[src/rtl/lcd_bus_arbiter.sv]
// Purpose: shares the 8080-style LCD write bus between a high-priority command
//          requester (r0) and a pixel streamer (r1), arbitrating per packet and
//          generating the lcd_wr strobe; optional frame alignment to lcd_fmark.
// Latency: grant one cycle after valid in IDLE; a beat accepted at T drives the
//          bus at T+1, and the next accept is at earliest T+WR_LOW+WR_HIGH+1.
// Backpressure: rX_ready depends only on state and grant, never on valid.
//          Dropping valid mid-packet parks the arbiter in READY.
// Ports:   clk/rst (sync, active high); r0_*/r1_* valid-ready beat inputs;
//          lcd_data/lcd_rs/lcd_wr bus outputs; lcd_fmark async tearing input;
//          grant (one-hot owner), busy (state != IDLE).
module lcd_bus_arbiter #(
    parameter int WR_LOW_CYCLES  = 2,
    parameter int WR_HIGH_CYCLES = 2,
    parameter int FMARK_SYNC     = 1
) (
    input  logic       clk,
    input  logic       rst,
    input  logic       r0_valid,
    output logic       r0_ready,
    input  logic       r0_rs,
    input  logic [7:0] r0_data,
    input  logic       r0_last,
    input  logic       r1_valid,
    output logic       r1_ready,
    input  logic       r1_rs,
    input  logic [7:0] r1_data,
    input  logic       r1_last,
    input  logic       r1_frame,
    output logic [7:0] lcd_data,
    output logic       lcd_rs,
    output logic       lcd_wr,
    input  logic       lcd_fmark,
    output logic [1:0] grant,
    output logic       busy
);

    localparam int CMAX = (WR_LOW_CYCLES > WR_HIGH_CYCLES) ? WR_LOW_CYCLES : WR_HIGH_CYCLES;
    localparam int CW   = (CMAX < 2) ? 1 : $clog2(CMAX);

    typedef enum logic [2:0] {
        IDLE       = 3'd0,
        WAIT_FMARK = 3'd1,
        READY      = 3'd2,
        WR_LOW     = 3'd3,
        WR_HIGH    = 3'd4
    } state_t;

    state_t        state_q, state_d;
    logic [1:0]    grant_q, grant_d;
    logic [CW-1:0] cnt_q, cnt_d;
    logic [7:0]    data_q, data_d;
    logic          rs_q, rs_d;
    logic          last_q, last_d;
    logic          armed_q, armed_d;
    logic          fm_s1_q, fm_s2_q;

    // Ready is purely a function of registered state and owner.
    assign r0_ready = (state_q == READY) && grant_q[0];
    assign r1_ready = (state_q == READY) && grant_q[1];
    assign lcd_wr   = (state_q != WR_LOW);
    assign lcd_data = data_q;
    assign lcd_rs   = rs_q;
    assign grant    = grant_q;
    assign busy     = (state_q != IDLE);

    always_comb begin
        state_d = state_q;
        grant_d = grant_q;
        cnt_d   = cnt_q;
        data_d  = data_q;
        rs_d    = rs_q;
        last_d  = last_q;
        armed_d = armed_q;
        case (state_q)
            IDLE: begin
                armed_d = 1'b0;
                if (r0_valid) begin
                    grant_d = 2'b01;
                    state_d = READY;
                end else if (r1_valid) begin
                    grant_d = 2'b10;
                    state_d = ((FMARK_SYNC != 0) && r1_frame) ? WAIT_FMARK : READY;
                end
            end
            WAIT_FMARK: begin
                // Only a low-then-high seen while waiting counts as an edge, so
                // an fmark that is already high at entry must drop first.
                if (!fm_s2_q) begin
                    armed_d = 1'b1;
                end else if (armed_q) begin
                    state_d = READY;
                end
            end
            READY: begin
                if (r0_ready && r0_valid) begin
                    data_d  = r0_data;
                    rs_d    = r0_rs;
                    last_d  = r0_last;
                    cnt_d   = '0;
                    state_d = WR_LOW;
                end else if (r1_ready && r1_valid) begin
                    data_d  = r1_data;
                    rs_d    = r1_rs;
                    last_d  = r1_last;
                    cnt_d   = '0;
                    state_d = WR_LOW;
                end
            end
            WR_LOW: begin
                if (cnt_q == CW'(WR_LOW_CYCLES - 1)) begin
                    cnt_d   = '0;
                    state_d = WR_HIGH;
                end else begin
                    cnt_d = cnt_q + CW'(1);
                end
            end
            WR_HIGH: begin
                if (cnt_q == CW'(WR_HIGH_CYCLES - 1)) begin
                    cnt_d = '0;
                    if (last_q) begin
                        grant_d = 2'b00;
                        state_d = IDLE;
                    end else begin
                        state_d = READY;
                    end
                end else begin
                    cnt_d = cnt_q + CW'(1);
                end
            end
            default: begin
                grant_d = 2'b00;
                state_d = IDLE;
            end
        endcase
    end

    always_ff @(posedge clk) begin
        if (rst) begin
            state_q <= IDLE;
            grant_q <= 2'b00;
            cnt_q   <= '0;
            data_q  <= 8'h00;
            rs_q    <= 1'b0;
            last_q  <= 1'b0;
            armed_q <= 1'b0;
            fm_s1_q <= 1'b0;
            fm_s2_q <= 1'b0;
        end else begin
            state_q <= state_d;
            grant_q <= grant_d;
            cnt_q   <= cnt_d;
            data_q  <= data_d;
            rs_q    <= rs_d;
            last_q  <= last_d;
            armed_q <= armed_d;
            fm_s1_q <= lcd_fmark;
            fm_s2_q <= fm_s1_q;
        end
    end

endmodule

[config.mk]
export PLATFORM = sky130hd
export DESIGN_NAME = lcd_bus_arbiter
export DESIGN_NICKNAME = d
export VERILOG_FILES = /design/src/rtl/lcd_bus_arbiter.sv
export SDC_FILE = /design/constraint.sdc
export NUM_CORES = 1
export LEC_CHECK = 0
export ABC_AREA = 1
export ABC_CLOCK_PERIOD_IN_PS = 2700
export CAP_MARGIN = 5
export CELL_PAD_IN_SITES_DETAIL_PLACEMENT = 1
export CELL_PAD_IN_SITES_GLOBAL_PLACEMENT = 1
export CORE_AREA = 2 2 60 62
export CTS_BUF_LIST = sky130_fd_sc_hd__clkbuf_4 sky130_fd_sc_hd__clkbuf_8
export DETAILED_ROUTE_END_ITERATION = 10
export DIE_AREA = 0 0 62 64
export GPL_TIMING_DRIVEN = 0
export PLACE_DENSITY_LB_ADDON = 0.1
export REMOVE_ABC_BUFFERS = 1
export SETUP_SLACK_MARGIN = 0.5
export SYNTH_ARGS = -nofsm -noshare
export SYNTH_HDL_FRONTEND = slang
export SYNTH_SLANG_ARGS = --single-unit
[constraint.sdc]
create_clock -name clk -period 2.7 [get_ports clk]
set_input_delay 0.27 -clock clk [delete_from_list [all_inputs] [get_ports clk]]
set_output_delay 0.27 -clock clk [all_outputs]
set_load 0.005 [all_outputs]
# After elaboration in Yosys (flattened, before gate mapping)

Cells that the tools add are included.

Bits in registers: 19
Output and inout bits: 15

$add $sub $neg: 1
Equality and inequality tests: 13
Muxes and demuxes: 28
Bitwise gates (word level): 1
Reductions and logical operators: 16

Operators by type and width:

| cell                                                  | number |
|---|---|
| two-way mux 3 bit                                     | 8 |
| two-way mux 8 bit                                     | 2 |
| case mux 3 bit (5 select lines)                       | 1 |
| two-way mux 2 bit                                     | 6 |
| inequality test 2 bit, second input constant          | 6 |
| two-way mux 1 bit                                     | 8 |
| equality test 3 x 2 -> 1 bit, second input constant   | 2 |
| case mux 2 bit (3 select lines)                       | 1 |
| AND reduction 2 bit                                   | 3 |
| AND reduction 6 bit                                   | 1 |
| nonzero test 2 bit                                    | 3 |
| logical AND 1 bit                                     | 4 |
| case mux 1 bit (2 select lines)                       | 2 |
| AND reduction 4 bit                                   | 1 |
| equality test 3 x 1 -> 1 bit, second input constant   | 1 |
| equality test 3 bit, second input constant            | 1 |
| zero test 3 bit                                       | 1 |
| inequality test 3 x 1 -> 1 bit, second input constant | 1 |
| inequality test 3 x 2 -> 1 bit, second input constant | 1 |
| inequality test 3 bit, second input constant          | 1 |
| nonzero test 3 bit                                    | 1 |
| OR reduction 3 bit                                    | 1 |
| OR reduction 2 bit                                    | 1 |
| adder 1 bit, second input constant                    | 1 |
| inverter 1 bit                                        | 1 |

# Logic depth before layout (Yosys ltp)

Depth in word-level cells: 6
Gate-level depth with buffers: 10
Gate-level depth less buffers: 8

# Worst setup path after synthesis

No wires, ideal clock.

Kind: register to register
From: register state_q[2]
To: register data_q[0], in the netlist lcd_data[0]
Setup time: 115 ps
Data arrival time: 1,105 ps
Data required time: 2,585 ps
Slack: 1,480 ps
Cell stages (with the launch flop): 11
Cell sequence: dfxtp_1 > buf_6 > clkinv_2 > nand3_4 > nor2_4 > nand2_2 > buf_6 > nand2_1 > nand2_1 > nor2_1 > nor2_1

Longest elaborated chain between the ends: 5

RTL lines:

| item                           | RTL line | text |
|---|---|---|
| start: declaration             | 48       | `state_t state_q, state_d;` |
| start signal: assignment       | 149      | `state_q <= state_d;` |
| equality test 3 x 2 -> 1 bit * | 58       | `assign r0_ready = (state_q == READY) && grant_q[0];` |
| logical AND 1 bit *            | 58       |  |
| net r0_ready                   | 19       | `output logic r0_ready,` |
| logical AND 1 bit *            | 95       | `if (r0_ready && r0_valid) begin` |
| nonzero test 2 bit (no line)   | n/a      |  |
| AND reduction 2 bit (no line)  | n/a      |  |
| end signal: assignment         | 152      | `data_q <= data_d;` |
| end: declaration               | 51       | `logic [7:0] data_q, data_d;` |

Mark *: on every way through the listed nets, which the timed path passes. The rest lies on a longest branch.
A chain may end at the register's enable or synchronous reset.

# Worst setup path after layout

From: register state_q[2]
To: output busy

Longest elaborated chain between the ends: 1

RTL lines:

| item               | RTL line | text |
|---|---|---|
| nonzero test 3 bit | 64       | `assign busy = (state_q != IDLE);` |
| end: declaration   | 34       | `output logic busy` |

No other way between the ends.

==> impl.org <==
** Outcome
- The run finished with clean final reports.

** Logic synthesis
- In this run, synthesis inferred 0 flip-flops with an integrated enable.
- Ys flop type :: sky130_fd_sc_hd__dfxtp_1
- Share of flip-flops with an asynchronous set or reset :: 0%
- Ys Warns :: 0
- Flops & latches, synth :: 19
- Average footprint of a synthesized cell :: 6.44 um^2
- Sequential elements use 36.9% of the synthesized area.
- Summing every instance area after synthesis gives 1030 um^2.
- Counting distinct cell types in the post-synthesis netlist gives 22.
- Synthesis handed over a netlist of 160 instances.

** Worst hold path
- Number of instances on the worst hold path :: 2
- The startpoint identified for the worst hold timing path is fm_s1_q.
- In this run the worst hold path is classified as reg -> reg.
- The path with the worst hold slack has its endpoint at fm_s2_q.

** Global route
- Summed over all layers, the global routing overflow is 0.
- Global routing used 17.0% of the available tracks.
- The number of global-route vias before repair is 1,224.
- Initial antenna violation count :: 0
- Maximum number of pins on one net before global-route repair :: 16
- The first global-routing pass estimated 5140 um of wire.

** STA
- Across all hold checks on the routed design, the worst slack comes to 0.424 ns.
- Setup violations remaining at the end of the flow were counted as 0.
- Setup repair after global routing missed its margin :: no
- Setup slack on the critical path of the routed design comes to 0.751 ns.
- Final Skew :: 0.00571 ns
- The final critical path takes up 72.2% of the cycle.
- For the pin with the worst max-slew slack, the measured transition is 0.469 ns.
- After layout, the minimum clock period comes to 1.95 ns.
- Total negative setup slack :: 0 ns
- Static timing analysis puts the maximum clock frequency at 513 MHz.
- Pins over their slew limit :: 0
- Max transition margin :: 68.7%
- Hold Vio Cnt, Final :: 0

** Power and ir drop
- Net switching is 42.3% of the power.
- IR drop worst, VDD :: 0.219 mV
- Of the total power, combinational logic draws 51.8%.
- Sw power :: 520 uW
- Internal Power :: 709 uW
- Leakage :: 0.639 nW
- Clk pwr share :: 12.8%
- Dividing total power by cell area gives a power density of 833 nW/um^2.
- Relative contribution of sequential cells to total power :: 35.4%

** Layout
- Most frequent standard cell in the layout excluding fill and tap cells :: sky130_fd_sc_hd__nand2_1
- Filler cell count in the final layout :: 448
- Utilization of the core after routing :: 44.9%
- In the final layout, the share of cells above drive strength 1 is 7.04%.
- Final net count :: 226
- 0 antenna diodes ended up in the layout.
- Signed area change from the synthesized netlist to the final layout :: 43.1%
- Footprint of the multi-input gates :: 549 um^2
- Storage cell area :: 380 um^2
- Leaving out fill and tap cells, the most frequent cells in the layout are 46 x sky130_fd_sc_hd__nand2_1, 40 x sky130_fd_sc_hd__clkdlybuf4s50_1, 36 x sky130_fd_sc_hd__nor2_1, 19 x sky130_fd_sc_hd__dfxtp_1, 12 x sky130_fd_sc_hd__inv_1.

** Detailed routing
- In the routed layout, each cell is associated on average with a via count of 4.61.
- Total iterations of the first detailed-routing run :: 3
- Vias after detailed routing :: 1,130
- Dividing the detail-routed wire length by the instance count gives 11.8 um.
- Post-Route WL :: 2890 um
- Once detail routing completed, the nets flagged for antenna violations numbered 0.
- After the first detailed-routing iteration, the DRC count stood at 40.
- In the routed design, unresolved DRC markers number 0.

** Worst setup path
- At the worst endpoint, the arrival time is 1.68 ns.
- In this run the critical register-to-register path is captured at lcd_data[6].
- For the worst setup path, the data required time is 2.43 ns.
- The worst register-to-register path begins at state_q[2].
- Minimum setup slack among reg-to-reg paths :: 0.94 ns
- STA classifies the critical path endpoint as an output pin.
- Measured in cells, the most critical reg-to-reg path has a length of 8.
- Largest fanout of any net on the critical path :: 8
- Worst setup path category :: reg -> out
- STA classifies the critical path startpoint as a register.

** Clocking
- Maximum number of buffers from clock root to sink :: 2
- CTS root buf :: sky130_fd_sc_hd__clkbuf_4
- Clock latency on the worst-skew pair, taken at its later pin, is 0.30 ns.
- Number of buffers added by the clock tree synthesis step :: 3
- Number of buffers added for setup after CTS :: 0
- Hold repair after CTS inserted 0 buffers.
- After clock tree synthesis, the clock-pin slew on the worst setup and hold paths is 0.11 ns.
- TritonCTS built the clock tree.
- In this run, post-CTS repair resized a total of 0 instances.
- The clock net in this run drives a total of 19 sinks.
- CTS H-tree depth :: 1

** Die
- The die is 64 um tall.
- The floorplan step defined a core boundary enclosing 3280 um^2.
- 41 I/O pins were placed.
- Placement Rows :: 21
- The initial utilization of the core area, before any placement, comes to 31.4%.
- Die outline area :: 3970 um^2
- Die Wd :: 62 um

** Placement
- Setup WS pre-CTS :: 0.760 ns
- Summed over all nets, the half-perimeter wirelength after detailed placement is 2200 um.
- Number of buffers added on ports :: 40
- Routability-driven placement finished with a final weighted congestion of 0.795.

** Flow run
- Max-cap violations in this run came to 0.
cell type report:
type | instances | share of cell area [%]
clock buffer | 4 | 2.04
inverter | 15 | 3.90
multi-input combinational | 121 | 37.2
sequential | 19 | 25.8
tap | 46 | 3.90
timing repair buffer | 40 | 27.1
synth_stat cells, types with 2 or more instances:
cell                       count  area [um^2]
sky130_fd_sc_hd__a21oi_1       6         30.0
sky130_fd_sc_hd__buf_6         3         33.8
sky130_fd_sc_hd__dfxtp_1      19          380
sky130_fd_sc_hd__inv_1        12         45.0
sky130_fd_sc_hd__inv_2         2         7.51
sky130_fd_sc_hd__nand2_1      46          173
sky130_fd_sc_hd__nand2_2       2         12.5
sky130_fd_sc_hd__nand3_1       6         30.0
sky130_fd_sc_hd__nor2_1       36          135
sky130_fd_sc_hd__nor2_2        2         12.5
sky130_fd_sc_hd__o211ai_1      2         15.0
sky130_fd_sc_hd__o21ai_0       5         25.0
sky130_fd_sc_hd__o21ai_1      10         50.1
worst max path at each step:
stage | endpoint | cells past startpoint | startpoint
floorplan | last_q | 7 | state_q[1]
global placement | lcd_data[3] | 6 | r0_valid
detailed placement | lcd_data[6] | 6 | r0_valid
CTS | busy | 3 | state_q[2]
global route | busy | 3 | state_q[2]
finish | busy | 3 | state_q[2]
power by group through the flow:
stage	clock [mW]	sequential (mW)	combinational, mW
floorplan	0	0.424	0.406
global placement	0	0.438	0.623
detailed placement	0	0.440	0.644
CTS	0.165	0.435	0.647
global route	0.177	0.446	0.729
finish	0.157	0.435	0.636
registers in the layout (all words and copies together) (netlist names):
name,count
fm_s2_q,1
last_q,1
cnt_q,1
armed_q,1
grant,2
lcd_data,8
lcd_rs,1
fm_s1_q,1
state_q,3
stage by stage:
| step | area (um^2) | power (mW) | std cells |
|---|---|---|---|
| floorplan | 987 | 0.830 | 155 |
| global placement | 1450 | 1.06 | 241 |
| detailed placement | 1450 | 1.08 | 241 |
| CTS | 1480 | 1.25 | 245 |
| global route | 1480 | 1.35 | 245 |
| finish | 1480 | 1.23 | 245 |
layer usage:
layer  vias up  GRT usage [%]  wire, um
met2        26           31.5      1510
met1       522           18.2      1240
met4         0           6.38        39
met3         4           2.63       104
met5         -              0         0
li1        578              -         -
worst max-delay path, cell delays in order (launching register included):
cell	delay (ns)
sky130_fd_sc_hd__dfxtp_1	0.51
sky130_fd_sc_hd__clkinv_2	0.18
sky130_fd_sc_hd__nand2_1	0.17
sky130_fd_sc_hd__clkdlybuf4s50_1	0.52
kinds of logic after synthesis:
family	synth area share (%)
AND/OR/NAND/NOR	40.9
AO/OA/AOI/OAI	12.4
buffers and inverters	9.83
flip-flops	36.9
(Power assumes the default switching activity.)
